## config.mk

```make
export PLATFORM = sky130hd
export DESIGN_NAME = down_counter_timer_flat
export DESIGN_NICKNAME = d
export VERILOG_FILES = /design/src/rtl/down_counter_timer_pkg.sv /design/src/rtl/down_counter_timer_if.sv /design/src/rtl/down_counter_timer_tick_prescaler.sv /design/src/rtl/down_counter_timer.sv /design/src/flat_wrapper.sv
export SDC_FILE = /design/constraint.sdc
export NUM_CORES = 1
export LEC_CHECK = 0
export ABC_AREA = 1
export CAP_MARGIN = 10
export CORE_MARGIN = 4
export CORE_UTILIZATION = 43
export DETAILED_ROUTE_END_ITERATION = 8
export PLACE_DENSITY = 0.7
export SLEW_MARGIN = 10
export SYNTH_ARGS = -nofsm -noshare
export SYNTH_HDL_FRONTEND = slang
export SYNTH_SLANG_ARGS = --single-unit
```

## constraint.sdc

```tcl
create_clock -name clk -period 1.25 [get_ports clk]
set_input_delay 0.375 -clock clk [delete_from_list [all_inputs] [get_ports clk]]
set_output_delay 0.375 -clock clk [all_outputs]
set_load 0.01 [all_outputs]
```

## src/rtl/down_counter_timer_pkg.sv

```systemverilog
// Shared definitions for the down counter timer: FSM encodings and a
// ceiling-log2 helper used to size the prescaler counter.
package down_counter_timer_pkg;

  typedef enum logic [1:0] {
    IDLE = 2'd0,
    RUN  = 2'd1,
    DONE = 2'd2
  } state_e;

  // Ceiling log2; returns at least 1 so a counter is never zero bits wide.
  function automatic int clog2(input int value);
    int width;
    width = 1;
    while ((32'sd1 << width) < value) begin
      width = width + 1;
    end
    return width;
  endfunction

endpackage

```

## src/rtl/down_counter_timer_if.sv

```systemverilog
// Control/status bundle between a host and the down counter timer.
interface down_counter_timer_if #(
  parameter int WIDTH = 4
);
  logic             load;
  logic [WIDTH-1:0] load_val;
  logic             start;
  logic             halt;
  logic             auto_reload;
  logic [WIDTH-1:0] Q;
  logic             tc;
  logic             busy;
  logic             done;

  // Host side: issues commands, observes count and status.
  modport master (
    output load, load_val, start, halt, auto_reload,
    input  Q, tc, busy, done
  );

  // Timer side: receives commands, presents count and status.
  modport slave (
    input  load, load_val, start, halt, auto_reload,
    output Q, tc, busy, done
  );
endinterface

```

## src/rtl/down_counter_timer_tick_prescaler.sv

```systemverilog
// Count-rate divider: emits a one-cycle tick every PRESCALE enabled cycles.
// With PRESCALE=1 the counter never leaves 0, so tick simply follows en.
module tick_prescaler
  import down_counter_timer_pkg::*;
#(
  parameter int PRESCALE = 1
) (
  input  logic clk,
  input  logic reset,
  input  logic clear,
  input  logic en,
  output logic tick
);
  localparam int PW = clog2(PRESCALE);
  localparam logic [PW-1:0] LAST = PW'(PRESCALE - 1);

  logic [PW-1:0] cnt_q;
  logic [PW-1:0] cnt_d;

  // Next count: clear wins, otherwise wrap at LAST while enabled.
  always_comb begin
    cnt_d = cnt_q;
    if (clear) begin
      cnt_d = '0;
    end else if (en) begin
      if (cnt_q == LAST) begin
        cnt_d = '0;
      end else begin
        cnt_d = cnt_q + PW'(1);
      end
    end else begin
      cnt_d = cnt_q;
    end
  end

  // Prescaler count register.
  always_ff @(posedge clk or posedge reset) begin
    if (reset) begin
      cnt_q <= '0;
    end else begin
      cnt_q <= cnt_d;
    end
  end

  assign tick = en && (cnt_q == LAST);

endmodule

```

## src/rtl/down_counter_timer.sv

```systemverilog
// Loadable down counter with one-shot and auto-reload modes. Holds the
// IDLE/RUN/DONE FSM, the count, the reload value and the tc pulse register.
module down_counter_timer
  import down_counter_timer_pkg::*;
#(
  parameter int WIDTH    = 4,
  parameter int PRESCALE = 1
) (
  input logic clk,
  input logic reset,
  down_counter_timer_if.slave bus
);
  localparam logic [WIDTH-1:0] ONE = WIDTH'(1);

  state_e           state_q, state_d;
  logic [WIDTH-1:0] q_q, q_d;
  logic [WIDTH-1:0] reload_q, reload_d;
  logic             tc_q, tc_d;
  logic             tick_s;
  logic             clear_s;

  // Prescaler restarts from zero whenever the timer is not actively running,
  // so every entry into RUN sees a full PRESCALE interval before the first step.
  assign clear_s = (state_q != RUN) | bus.load | bus.halt;

  tick_prescaler #(.PRESCALE(PRESCALE)) u_prescaler (
    .clk   (clk),
    .reset (reset),
    .clear (clear_s),
    .en    (state_q == RUN),
    .tick  (tick_s)
  );

  // Next-state logic; load beats halt, halt beats start.
  always_comb begin
    state_d  = state_q;
    q_d      = q_q;
    reload_d = reload_q;
    tc_d     = 1'b0;
    if (bus.load) begin
      q_d      = bus.load_val;
      reload_d = bus.load_val;
      state_d  = IDLE;
    end else begin
      case (state_q)
        IDLE: begin
          if (!bus.halt && bus.start && (q_q != '0)) begin
            state_d = RUN;
          end else begin
            state_d = IDLE;
          end
        end
        RUN: begin
          if (bus.halt) begin
            state_d = IDLE;
          end else if (tick_s) begin
            if (q_q > ONE) begin
              q_d = q_q - ONE;
            end else if (bus.auto_reload) begin
              q_d  = reload_q;
              tc_d = 1'b1;
            end else begin
              q_d     = '0;
              tc_d    = 1'b1;
              state_d = DONE;
            end
          end else begin
            state_d = RUN;
          end
        end
        DONE: begin
          if (!bus.halt && bus.start) begin
            q_d     = reload_q;
            state_d = (reload_q != '0) ? RUN : DONE;
          end else begin
            state_d = DONE;
          end
        end
        default: begin
          state_d = IDLE;
        end
      endcase
    end
  end

  // State, count, reload and tc registers.
  always_ff @(posedge clk or posedge reset) begin
    if (reset) begin
      state_q  <= IDLE;
      q_q      <= '0;
      reload_q <= '0;
      tc_q     <= 1'b0;
    end else begin
      state_q  <= state_d;
      q_q      <= q_d;
      reload_q <= reload_d;
      tc_q     <= tc_d;
    end
  end

  assign bus.Q    = q_q;
  assign bus.tc   = tc_q;
  assign bus.busy = (state_q == RUN);
  assign bus.done = (state_q == DONE);

endmodule

```

## src/flat_wrapper.sv

```systemverilog
// flat-port wrapper written by rule: the top's interface ports become plain ports
module down_counter_timer_flat import down_counter_timer_pkg::*;
#(
  parameter int WIDTH    = 4,
  parameter int PRESCALE = 1
)
  (clk, reset, bus_load, bus_load_val, bus_start, bus_halt, bus_auto_reload, bus_Q, bus_tc, bus_busy, bus_done);
  down_counter_timer_if #(.WIDTH(WIDTH)) bus_i ();
  input logic clk;
  input logic reset;
  input wire logic [$bits(bus_i.load)-1:0] bus_load;
  input wire logic [$bits(bus_i.load_val)-1:0] bus_load_val;
  input wire logic [$bits(bus_i.start)-1:0] bus_start;
  input wire logic [$bits(bus_i.halt)-1:0] bus_halt;
  input wire logic [$bits(bus_i.auto_reload)-1:0] bus_auto_reload;
  output wire logic [$bits(bus_i.Q)-1:0] bus_Q;
  output wire logic [$bits(bus_i.tc)-1:0] bus_tc;
  output wire logic [$bits(bus_i.busy)-1:0] bus_busy;
  output wire logic [$bits(bus_i.done)-1:0] bus_done;
  assign bus_i.load = bus_load;
  assign bus_i.load_val = bus_load_val;
  assign bus_i.start = bus_start;
  assign bus_i.halt = bus_halt;
  assign bus_i.auto_reload = bus_auto_reload;
  assign bus_Q = bus_i.Q;
  assign bus_tc = bus_i.tc;
  assign bus_busy = bus_i.busy;
  assign bus_done = bus_i.done;
  down_counter_timer #(.WIDTH(WIDTH), .PRESCALE(PRESCALE)) u_core (.clk(clk), .reset(reset), .bus(bus_i));
endmodule
```

==> results of run 1 <==
-- tightest hold or removal path, cell delays in order --
cell and delay (ps):
clkdlybuf4s50_1 390, inv_1 50, buf_4 180
-- per-layer routing --
layer	part of all wire	up-vias	track usage
met5	0	-	0
met4	0.018	0	0.06912
met3	0.072	7	0.02959
met2	0.50	39	0.3152
met1	0.41	386	0.2222
li1	-	439	-
-- worst paths after layout --
path | startpoint | end | slack [ps] | cells past startpoint
min | reset | u_core.reload_q[2]$_DFFE_PP0P_ | 380 | 3
max | u_core.bus.Q[0]$_DFFE_PP0P_ | u_core.bus.Q[2]$_DFFE_PP0P_ | -180 | 11
max reg2reg | u_core.bus.Q[0]$_DFFE_PP0P_ | u_core.bus.Q[2]$_DFFE_PP0P_ | -180 | 11
min in group clk | u_core.reload_q[2]$_DFFE_PP0P_ | u_core.reload_q[2]$_DFFE_PP0P_ | 530 | 2
max in group asynchronous | reset | u_core.bus.Q[0]$_DFFE_PP0P_ | 720 | 3
min reg2reg | u_core.reload_q[2]$_DFFE_PP0P_ | u_core.reload_q[2]$_DFFE_PP0P_ | 530 | 2
-- cells by family after synthesis --
logic type | count (synthesis)
AOI/OAI and AO/OA | 10
DFF | 11
buffers and inverters | 24
and+or+nand+nor | 63
adders and majority gates | 3
-- cell usage in the layout, fill, tap and decap left out, types with 3 or more instances in the layout --
master | synthesis | layout
nand2_4 | 2 | 4
a21oi_2 | 0 | 4
buf_4 | 0 | 28
clkbuf_4 | 0 | 3
nand2_2 | 2 | 4
dfrtp_1 | 11 | 11
nor2_1 | 11 | 9
nand2_1 | 30 | 26
ha_4 | 0 | 3
buf_2 | 1 | 6
o21ai_0 | 4 | 3
nand3_2 | 1 | 3
nor2_4 | 3 | 4
inv_2 | 4 | 6
clkdlybuf4s50_1 | 0 | 9
nand3_1 | 10 | 8
inv_1 | 19 | 15
-- power by group through the flow --
stage	Combinational, W	Clock, W	Sequential [W]
2_1_floorplan	0.000289	0	0.000460
3_5_place_dp	0.000583	0	0.000438
4_1_cts	0.000667	0.000251	0.000425
3_3_place_gp	0.000572	0	0.000435
5_1_grt	0.000785	0.000268	0.000433
6_report	0.000722	0.000243	0.000425
-- registers in the layout (all words and copies together) (netlist names) --
| signal | count |
|---|---|
| u_core.bus.Q | 4 |
| u_core.state_q | 2 |
| u_core.bus.tc | 1 |
| u_core.reload_q | 4 |
-- metrics by stage --
stage | TNS (ps) | util | worst slack [ps] | hold slack [ps] | std cells
final | -787.6 | 0.7967 | -177.8 | 375.5 | 183
after CTS | -556.4 | 0.7794 | -102.6 | 372.4 | 183
after global placement | -2382 | 0.7064 | -300.6 | 514.1 | 171
after global routing | -1573 | 0.7967 | -264.4 | 395.9 | 183
after floorplan | -20.87 | - | -20.13 | 227.4 | 111
after detailed placement | -2599 | 0.7064 | -331.0 | 512.7 | 171
-- final cells by class --
type / instances / area share
Clock buffer: 4 / 0.02069
Multi-Input combinational cell: 76 / 0.3892
Tap cell: 24 / 0.02365
Timing Repair Buffer: 45 / 0.2778
Inverter: 23 / 0.07192
Sequential cell: 11 / 0.2167
-- timing repair --
| action | 4_1_cts | 5_1_grt |
|---|---|---|
| gates cloned | 0 | 0 |
| buffers inserted | 8 | 0 |
| gates resized for setup | 41 | 11 |
| pin swaps | 11 | 6 |
| endpoints found under the setup margin | 12 | 10 |
==> key figures, run 1 <==
Placement
  • RePlAce Congestion: roughly 0.9
  • Placement Cell Area: approximately 1100 sq um
  • I/O Buffers: 16
  • DP Wirelength: roughly 1500 um

Floorplan
  • Die area: around 2500 sq um
  • Initial Utilization: 0.4788
  • Boundary Pins: 17
  • Die height: roughly 50 um
  • Std-Cell Rows: 14
  • Core Area: around 1600 sq um
  • DIE WIDTH: approximately 50 um

Synthesis
  • Post-synthesis sequential area ratio: 0.3607
  • Post-synth top area share: 0.3607
  • Simple logic cell fraction of the synthesized area: 0.4016
  • Ys flop type: dfrtp_1
  • Count leader, synth: nand2_1
  • Number of synthesized flops with an enable pin: 0
  • Compound-gate portion of the synthesized area: 0.06885
  • Post-synth ARST share: 1.000
  • Synth Register Bits: 11
  • Synthesized area per cell: 6.876 sq um
  • Ys Warns: 0
  • Post-synth net total: around 120
  • Post-Synth XOR/XNOR Area: 0
  • Synth top area cells: dfrtp_1, nand2_1, inv_1
  • Netlist cell types: 18
  • Post-Synth Adder-Cell Area: 0.04918
  • Gate Count Post-Synth: approximately 110
  • Yosys top cell by area: dfrtp_1
  • Main combinational cell family by area after synthesis: simple AND/OR/NAND/NOR gates
  • Cell Area, Synth: about 760 sq um
  • Synth cell count leaders: nand2_1, inv_1, dfrtp_1, nor2_1, nand3_1
  • Proportion of synthesized area in mux cells: 0

Global route
  • GR Overflow Total: 0
  • Largest net degree at the start of global routing: 12
  • Antenna violations before repair: 0
  • Tot GR Track Use: 0.1809
  • First-pass GRT wire length: about 3500 um
  • Vias in the first global route: around 800

STA
  • Tmin final: roughly 1400 ps
  • Worst slew pin tran: approximately 210 ps
  • Hold Vio Cnt, Final: 0
  • Rel. slew slack: 0.8565
  • Finish-stage setup viols: 8
  • Clk_skew: approximately 5.0 ps
  • Max Fclk: 700.4 MHz
  • Crit share post-route: 1.142
  • Final Max Slew Viols: 0
  • Setup ws final: -177.8 ps
  • Unrepaired setup endpoints after global routing: yes

Setup path
  • Critical Path Start Type: flop
  • Slowest CP cell: dfrtp_1
  • CP top delay family: simple AND/OR/NAND/NOR gates
  • Crit-path most repeated cell: nand2_4
  • Crit path DAT: ~1600 ps
  • WP data required: 1440 ps
  • Worst-path fanout max: 5
  • Crit path kind: reg2reg
  • Slowest stage delay, CP: just under 400 ps
  • Type of destination of the critical path: flop
  • Crit path cell chain: buf_6 > inv_4 > ha_4 > inv_4 > nand2_4 > nand2_4 > nand2_4 > nand2_1 > nand2_1 > nand2_2 > a21oi_2
  • Worst Path Buf+Inv: 3

CTS
  • CTS tree: built
  • Reg clk slew, reported paths: approximately 70 ps
  • Maximum buffer depth of the clock tree: 2
  • Total CTS buffers: 3
  • CTS Hold Bufs: 0
  • Root Buffer: clkbuf_4
  • Clock Sinks: 11
  • Clk Latency, worst-skew pair: roughly 270 ps
  • H-Tree Depth: 1

Route
  • Post-Route WL: 2280 um
  • DRC: 0
  • Drt wl/cell: 12.46 um
  • DR vias/cell: ~4.8
  • Initial DRC Count: 37
  • Routed vias: 871
  • Pre-antenna DRT Iters: 4
  • ANT nets after route: 0

Pwr
  • Clock group share of total power: 0.175
  • P_sw: roughly 0.00053 W
  • Sequential share of power: 0.306
  • Final Total Pwr: 0.001390 W
  • Pint: 0.0008570 W
  • Peak VDD IR: just over 0.0008 V
  • PwrDens: around 1100 nW/um^2
  • P_leak: 0.6874 nW
  • Switch share: 0.3833
  • Comb pwr share: 0.519

Final layout
  • Nets: 173
  • Area delta synth->final: 66.39%
  • Multi-input gate area: between 400 and 500 sq um
  • Antenna Cells: 0
  • Share of layout cells above drive strength 1: 0.4528
  • Seq. cell area: about 280 sq um
  • FILL cells: around 110
  • Design Area, Final: between 1000 and 1500 sq um

Job
  • Maxcap violations: 0

Hold path
  • Hold Crit Class: in2async

Run status
  • Failing checks: negative setup slack
  • Run status: complete, but fails checks
No activity file was read; power rests on OpenSTA's default activity.
==> run 2, diff against run 1 <==
ABC_AREA = not set   (was 1)
==> key figures, run 2 <==
Floorplan
  • Die area: between 2000 and 2500 sq um
  • Boundary Pins: 17
  • Std-Cell Rows: 14
  • Die height: 49.15 um
  • Core Area: ~1600 sq um
  • Initial Utilization: 0.4671
  • DIE WIDTH: around 50 um

Global route
  • First-pass GRT wire length: about 3800 um
  • Antenna violations before repair: 0
  • Largest net degree at the start of global routing: 12
  • Tot GR Track Use: 0.2072
  • GR Overflow Total: 0
  • Vias in the first global route: 781

Synthesis
  • Number of synthesized flops with an enable pin: 0
  • Netlist cell types: 33
  • Ys flop type: dfrtp_1
  • Post-synthesis sequential area ratio: 0.3780
  • Synthesized area per cell: approximately 9 sq um
  • Synth cell count leaders: dfrtp_1, nand2_1, inv_1
  • Post-synth net total: 94
  • Post-synth ARST share: 1.000
  • Post-synth top area share: 0.3780
  • Ys Warns: 0
  • Count leader, synth: dfrtp_1
  • Synth Register Bits: 11
  • Cell Area, Synth: between 700 and 800 sq um
  • Yosys top cell by area: dfrtp_1
  • Synth top area cells: dfrtp_1, ha_1, nand2_1
  • Gate Count Post-Synth: 81

Pwr
  • Comb pwr share: 0.525
  • Switch share: 0.3446
  • Final Total Pwr: approximately 0.0014 W
  • Sequential share of power: 0.303
  • PwrDens: roughly 1100 nW/um^2
  • P_leak: roughly 0.57 nW
  • Peak VDD IR: 0.001061 V
  • P_sw: a little under 0.0005 W
  • Pint: between 0.0009 and 0.001 W
  • Clock group share of total power: 0.172

Placement
  • I/O Buffers: 16
  • Placed cell count: 136
  • RePlAce Congestion: ~0.8
  • DP Wirelength: 1564 um
  • Placement Cell Area: 1105 sq um

Setup path
  • Type of destination of the critical path: flop
  • Crit path kind: reg2reg
  • WP data required: ~1500 ps
  • Worst-path fanout max: 5
  • Critical Path Start Type: flop
  • CP startpoint: u_core.bus.Q[1]$_DFFE_PP0P_
  • FF-to-FF path depth: 6
  • Crit path DAT: between 1500 and 2000 ps
  • Reg2reg start: u_core.bus.Q[1]$_DFFE_PP0P_

STA
  • Crit share post-route: 1.247
  • Setup ws final: -309.2 ps
  • Setup tns final: -2156 ps
  • Unrepaired setup endpoints after global routing: yes
  • Hold Vio Cnt, Final: 0
  • Final Max Slew Viols: 0
  • Worst slew pin tran: a little over 300 ps
  • Clk_skew: between 2 and 3 ps
  • Rel. slew slack: 0.7942
  • Max Fclk: around 640 MHz
  • Finish-stage setup viols: 12
  • Tmin final: 1559 ps

CTS
  • CTS Hold Bufs: 0
  • Total CTS buffers: 3
  • Reg clk slew, reported paths: ~70 ps
  • CTS tree: built
  • Clock Sinks: 11
  • Maximum buffer depth of the clock tree: 2
  • Root Buffer: clkbuf_4
  • H-Tree Depth: 1
  • Clk Latency, worst-skew pair: 270 ps

Hold path
  • Hold Crit Class: in2async

Final layout
  • Share of layout cells above drive strength 1: 0.4809
  • Area delta synth->final: 74.91%
  • Commonest cells after routing, fill and taps aside: buf_4, dfrtp_1, buf_6, clkdlybuf4s50_1, nand2_1
  • Non-Filler Instances: around 150
  • Commonest non-fill, non-tap cell in the layout: buf_4
  • Antenna Cells: 0
  • Nets: 145
  • Core Util, Final: 0.8170
  • Design Area, Final: between 1000 and 1500 sq um

Job
  • Maxcap violations: 0

Route
  • Initial DRC Count: 19
  • Pre-antenna DRT Iters: 4
  • Post-Route WL: 2249 um
  • Routed vias: 818
  • Drt wl/cell: around 15 um
  • ANT nets after route: 0
  • DR vias/cell: about 5.6
  • DRC: 0

Run status
  • Run status: complete, but fails checks
  • Failing checks: negative setup slack
-- run 2: metrics by stage --
stage,setup WS (ps),hold slack (ps)
detailed placement,-394.0,584.6
global placement,-384.4,566.6
CTS,-273.9,373.2
finish,-309.2,380.8
global route,-434.8,396.7
floorplan,-260.2,227.4
-- run 2: critical path, stage by stage (launching register included) --
cell     delay, ps
dfrtp_1        380
inv_2           80
ha_4           160
or2_4          290
a211o_1        300
o22ai_1        130
a22o_1         160
-- run 2: cells by family after synthesis --
kind of cell / Yosys count / synth area share
compound gates: 25 / 0.2543
fa+ha+maj: 3 / 0.05155
buf+inv: 9 / 0.04982
flops: 11 / 0.3780
mux: 1 / 0.01375
simple gates: 32 / 0.2526
-- run 2: metal layers --
metal	track usage	wire (um)
met5	0	0
met3	0.02752	148
met1	0.2674	940
met2	0.3237	1126
met4	0.1280	34
-- run 2: cell type report --
cell class	instances	area, sq um
multi-input cells	61	510.5
inverters	6	22.52
well taps	16	20.02
clock buffers	4	26.28
repair buffers	49	417.9
fillers	91	285.3
flip-flops and latches	11	276.5
-- run 2: power by group through the flow --
stage | logic [W] | registers [W] | clock network (W)
5_1_grt | 0.000805 | 0.000439 | 0.000271
3_5_place_dp | 0.000565 | 0.000439 | 0
3_3_place_gp | 0.000550 | 0.000437 | 0
6_report | 0.000744 | 0.000429 | 0.000244
2_1_floorplan | 0.000248 | 0.000464 | 0
4_1_cts | 0.000676 | 0.000427 | 0.000256
-- run 2: path summary, 6_finish.rpt --
check	slack (ps)	to
setup / recovery	-310	u_core.bus.Q[3]$_DFFE_PP0P_
hold / removal	380	u_core.reload_q[1]$_DFFE_PP0P_
setup reg to reg	-310	u_core.bus.Q[3]$_DFFE_PP0P_
min in group clk	610	u_core.reload_q[2]$_DFFE_PP0P_
hold reg to reg	610	u_core.reload_q[2]$_DFFE_PP0P_
max in group asynchronous	700	u_core.bus.Q[0]$_DFFE_PP0P_
-- run 2: timing repair --
action | in CTS | in global routing
setup endpoints to repair | 16 | 13
pin swaps | 0 | 3
resized for setup | 44 | 9
buffers inserted | 4 | 3
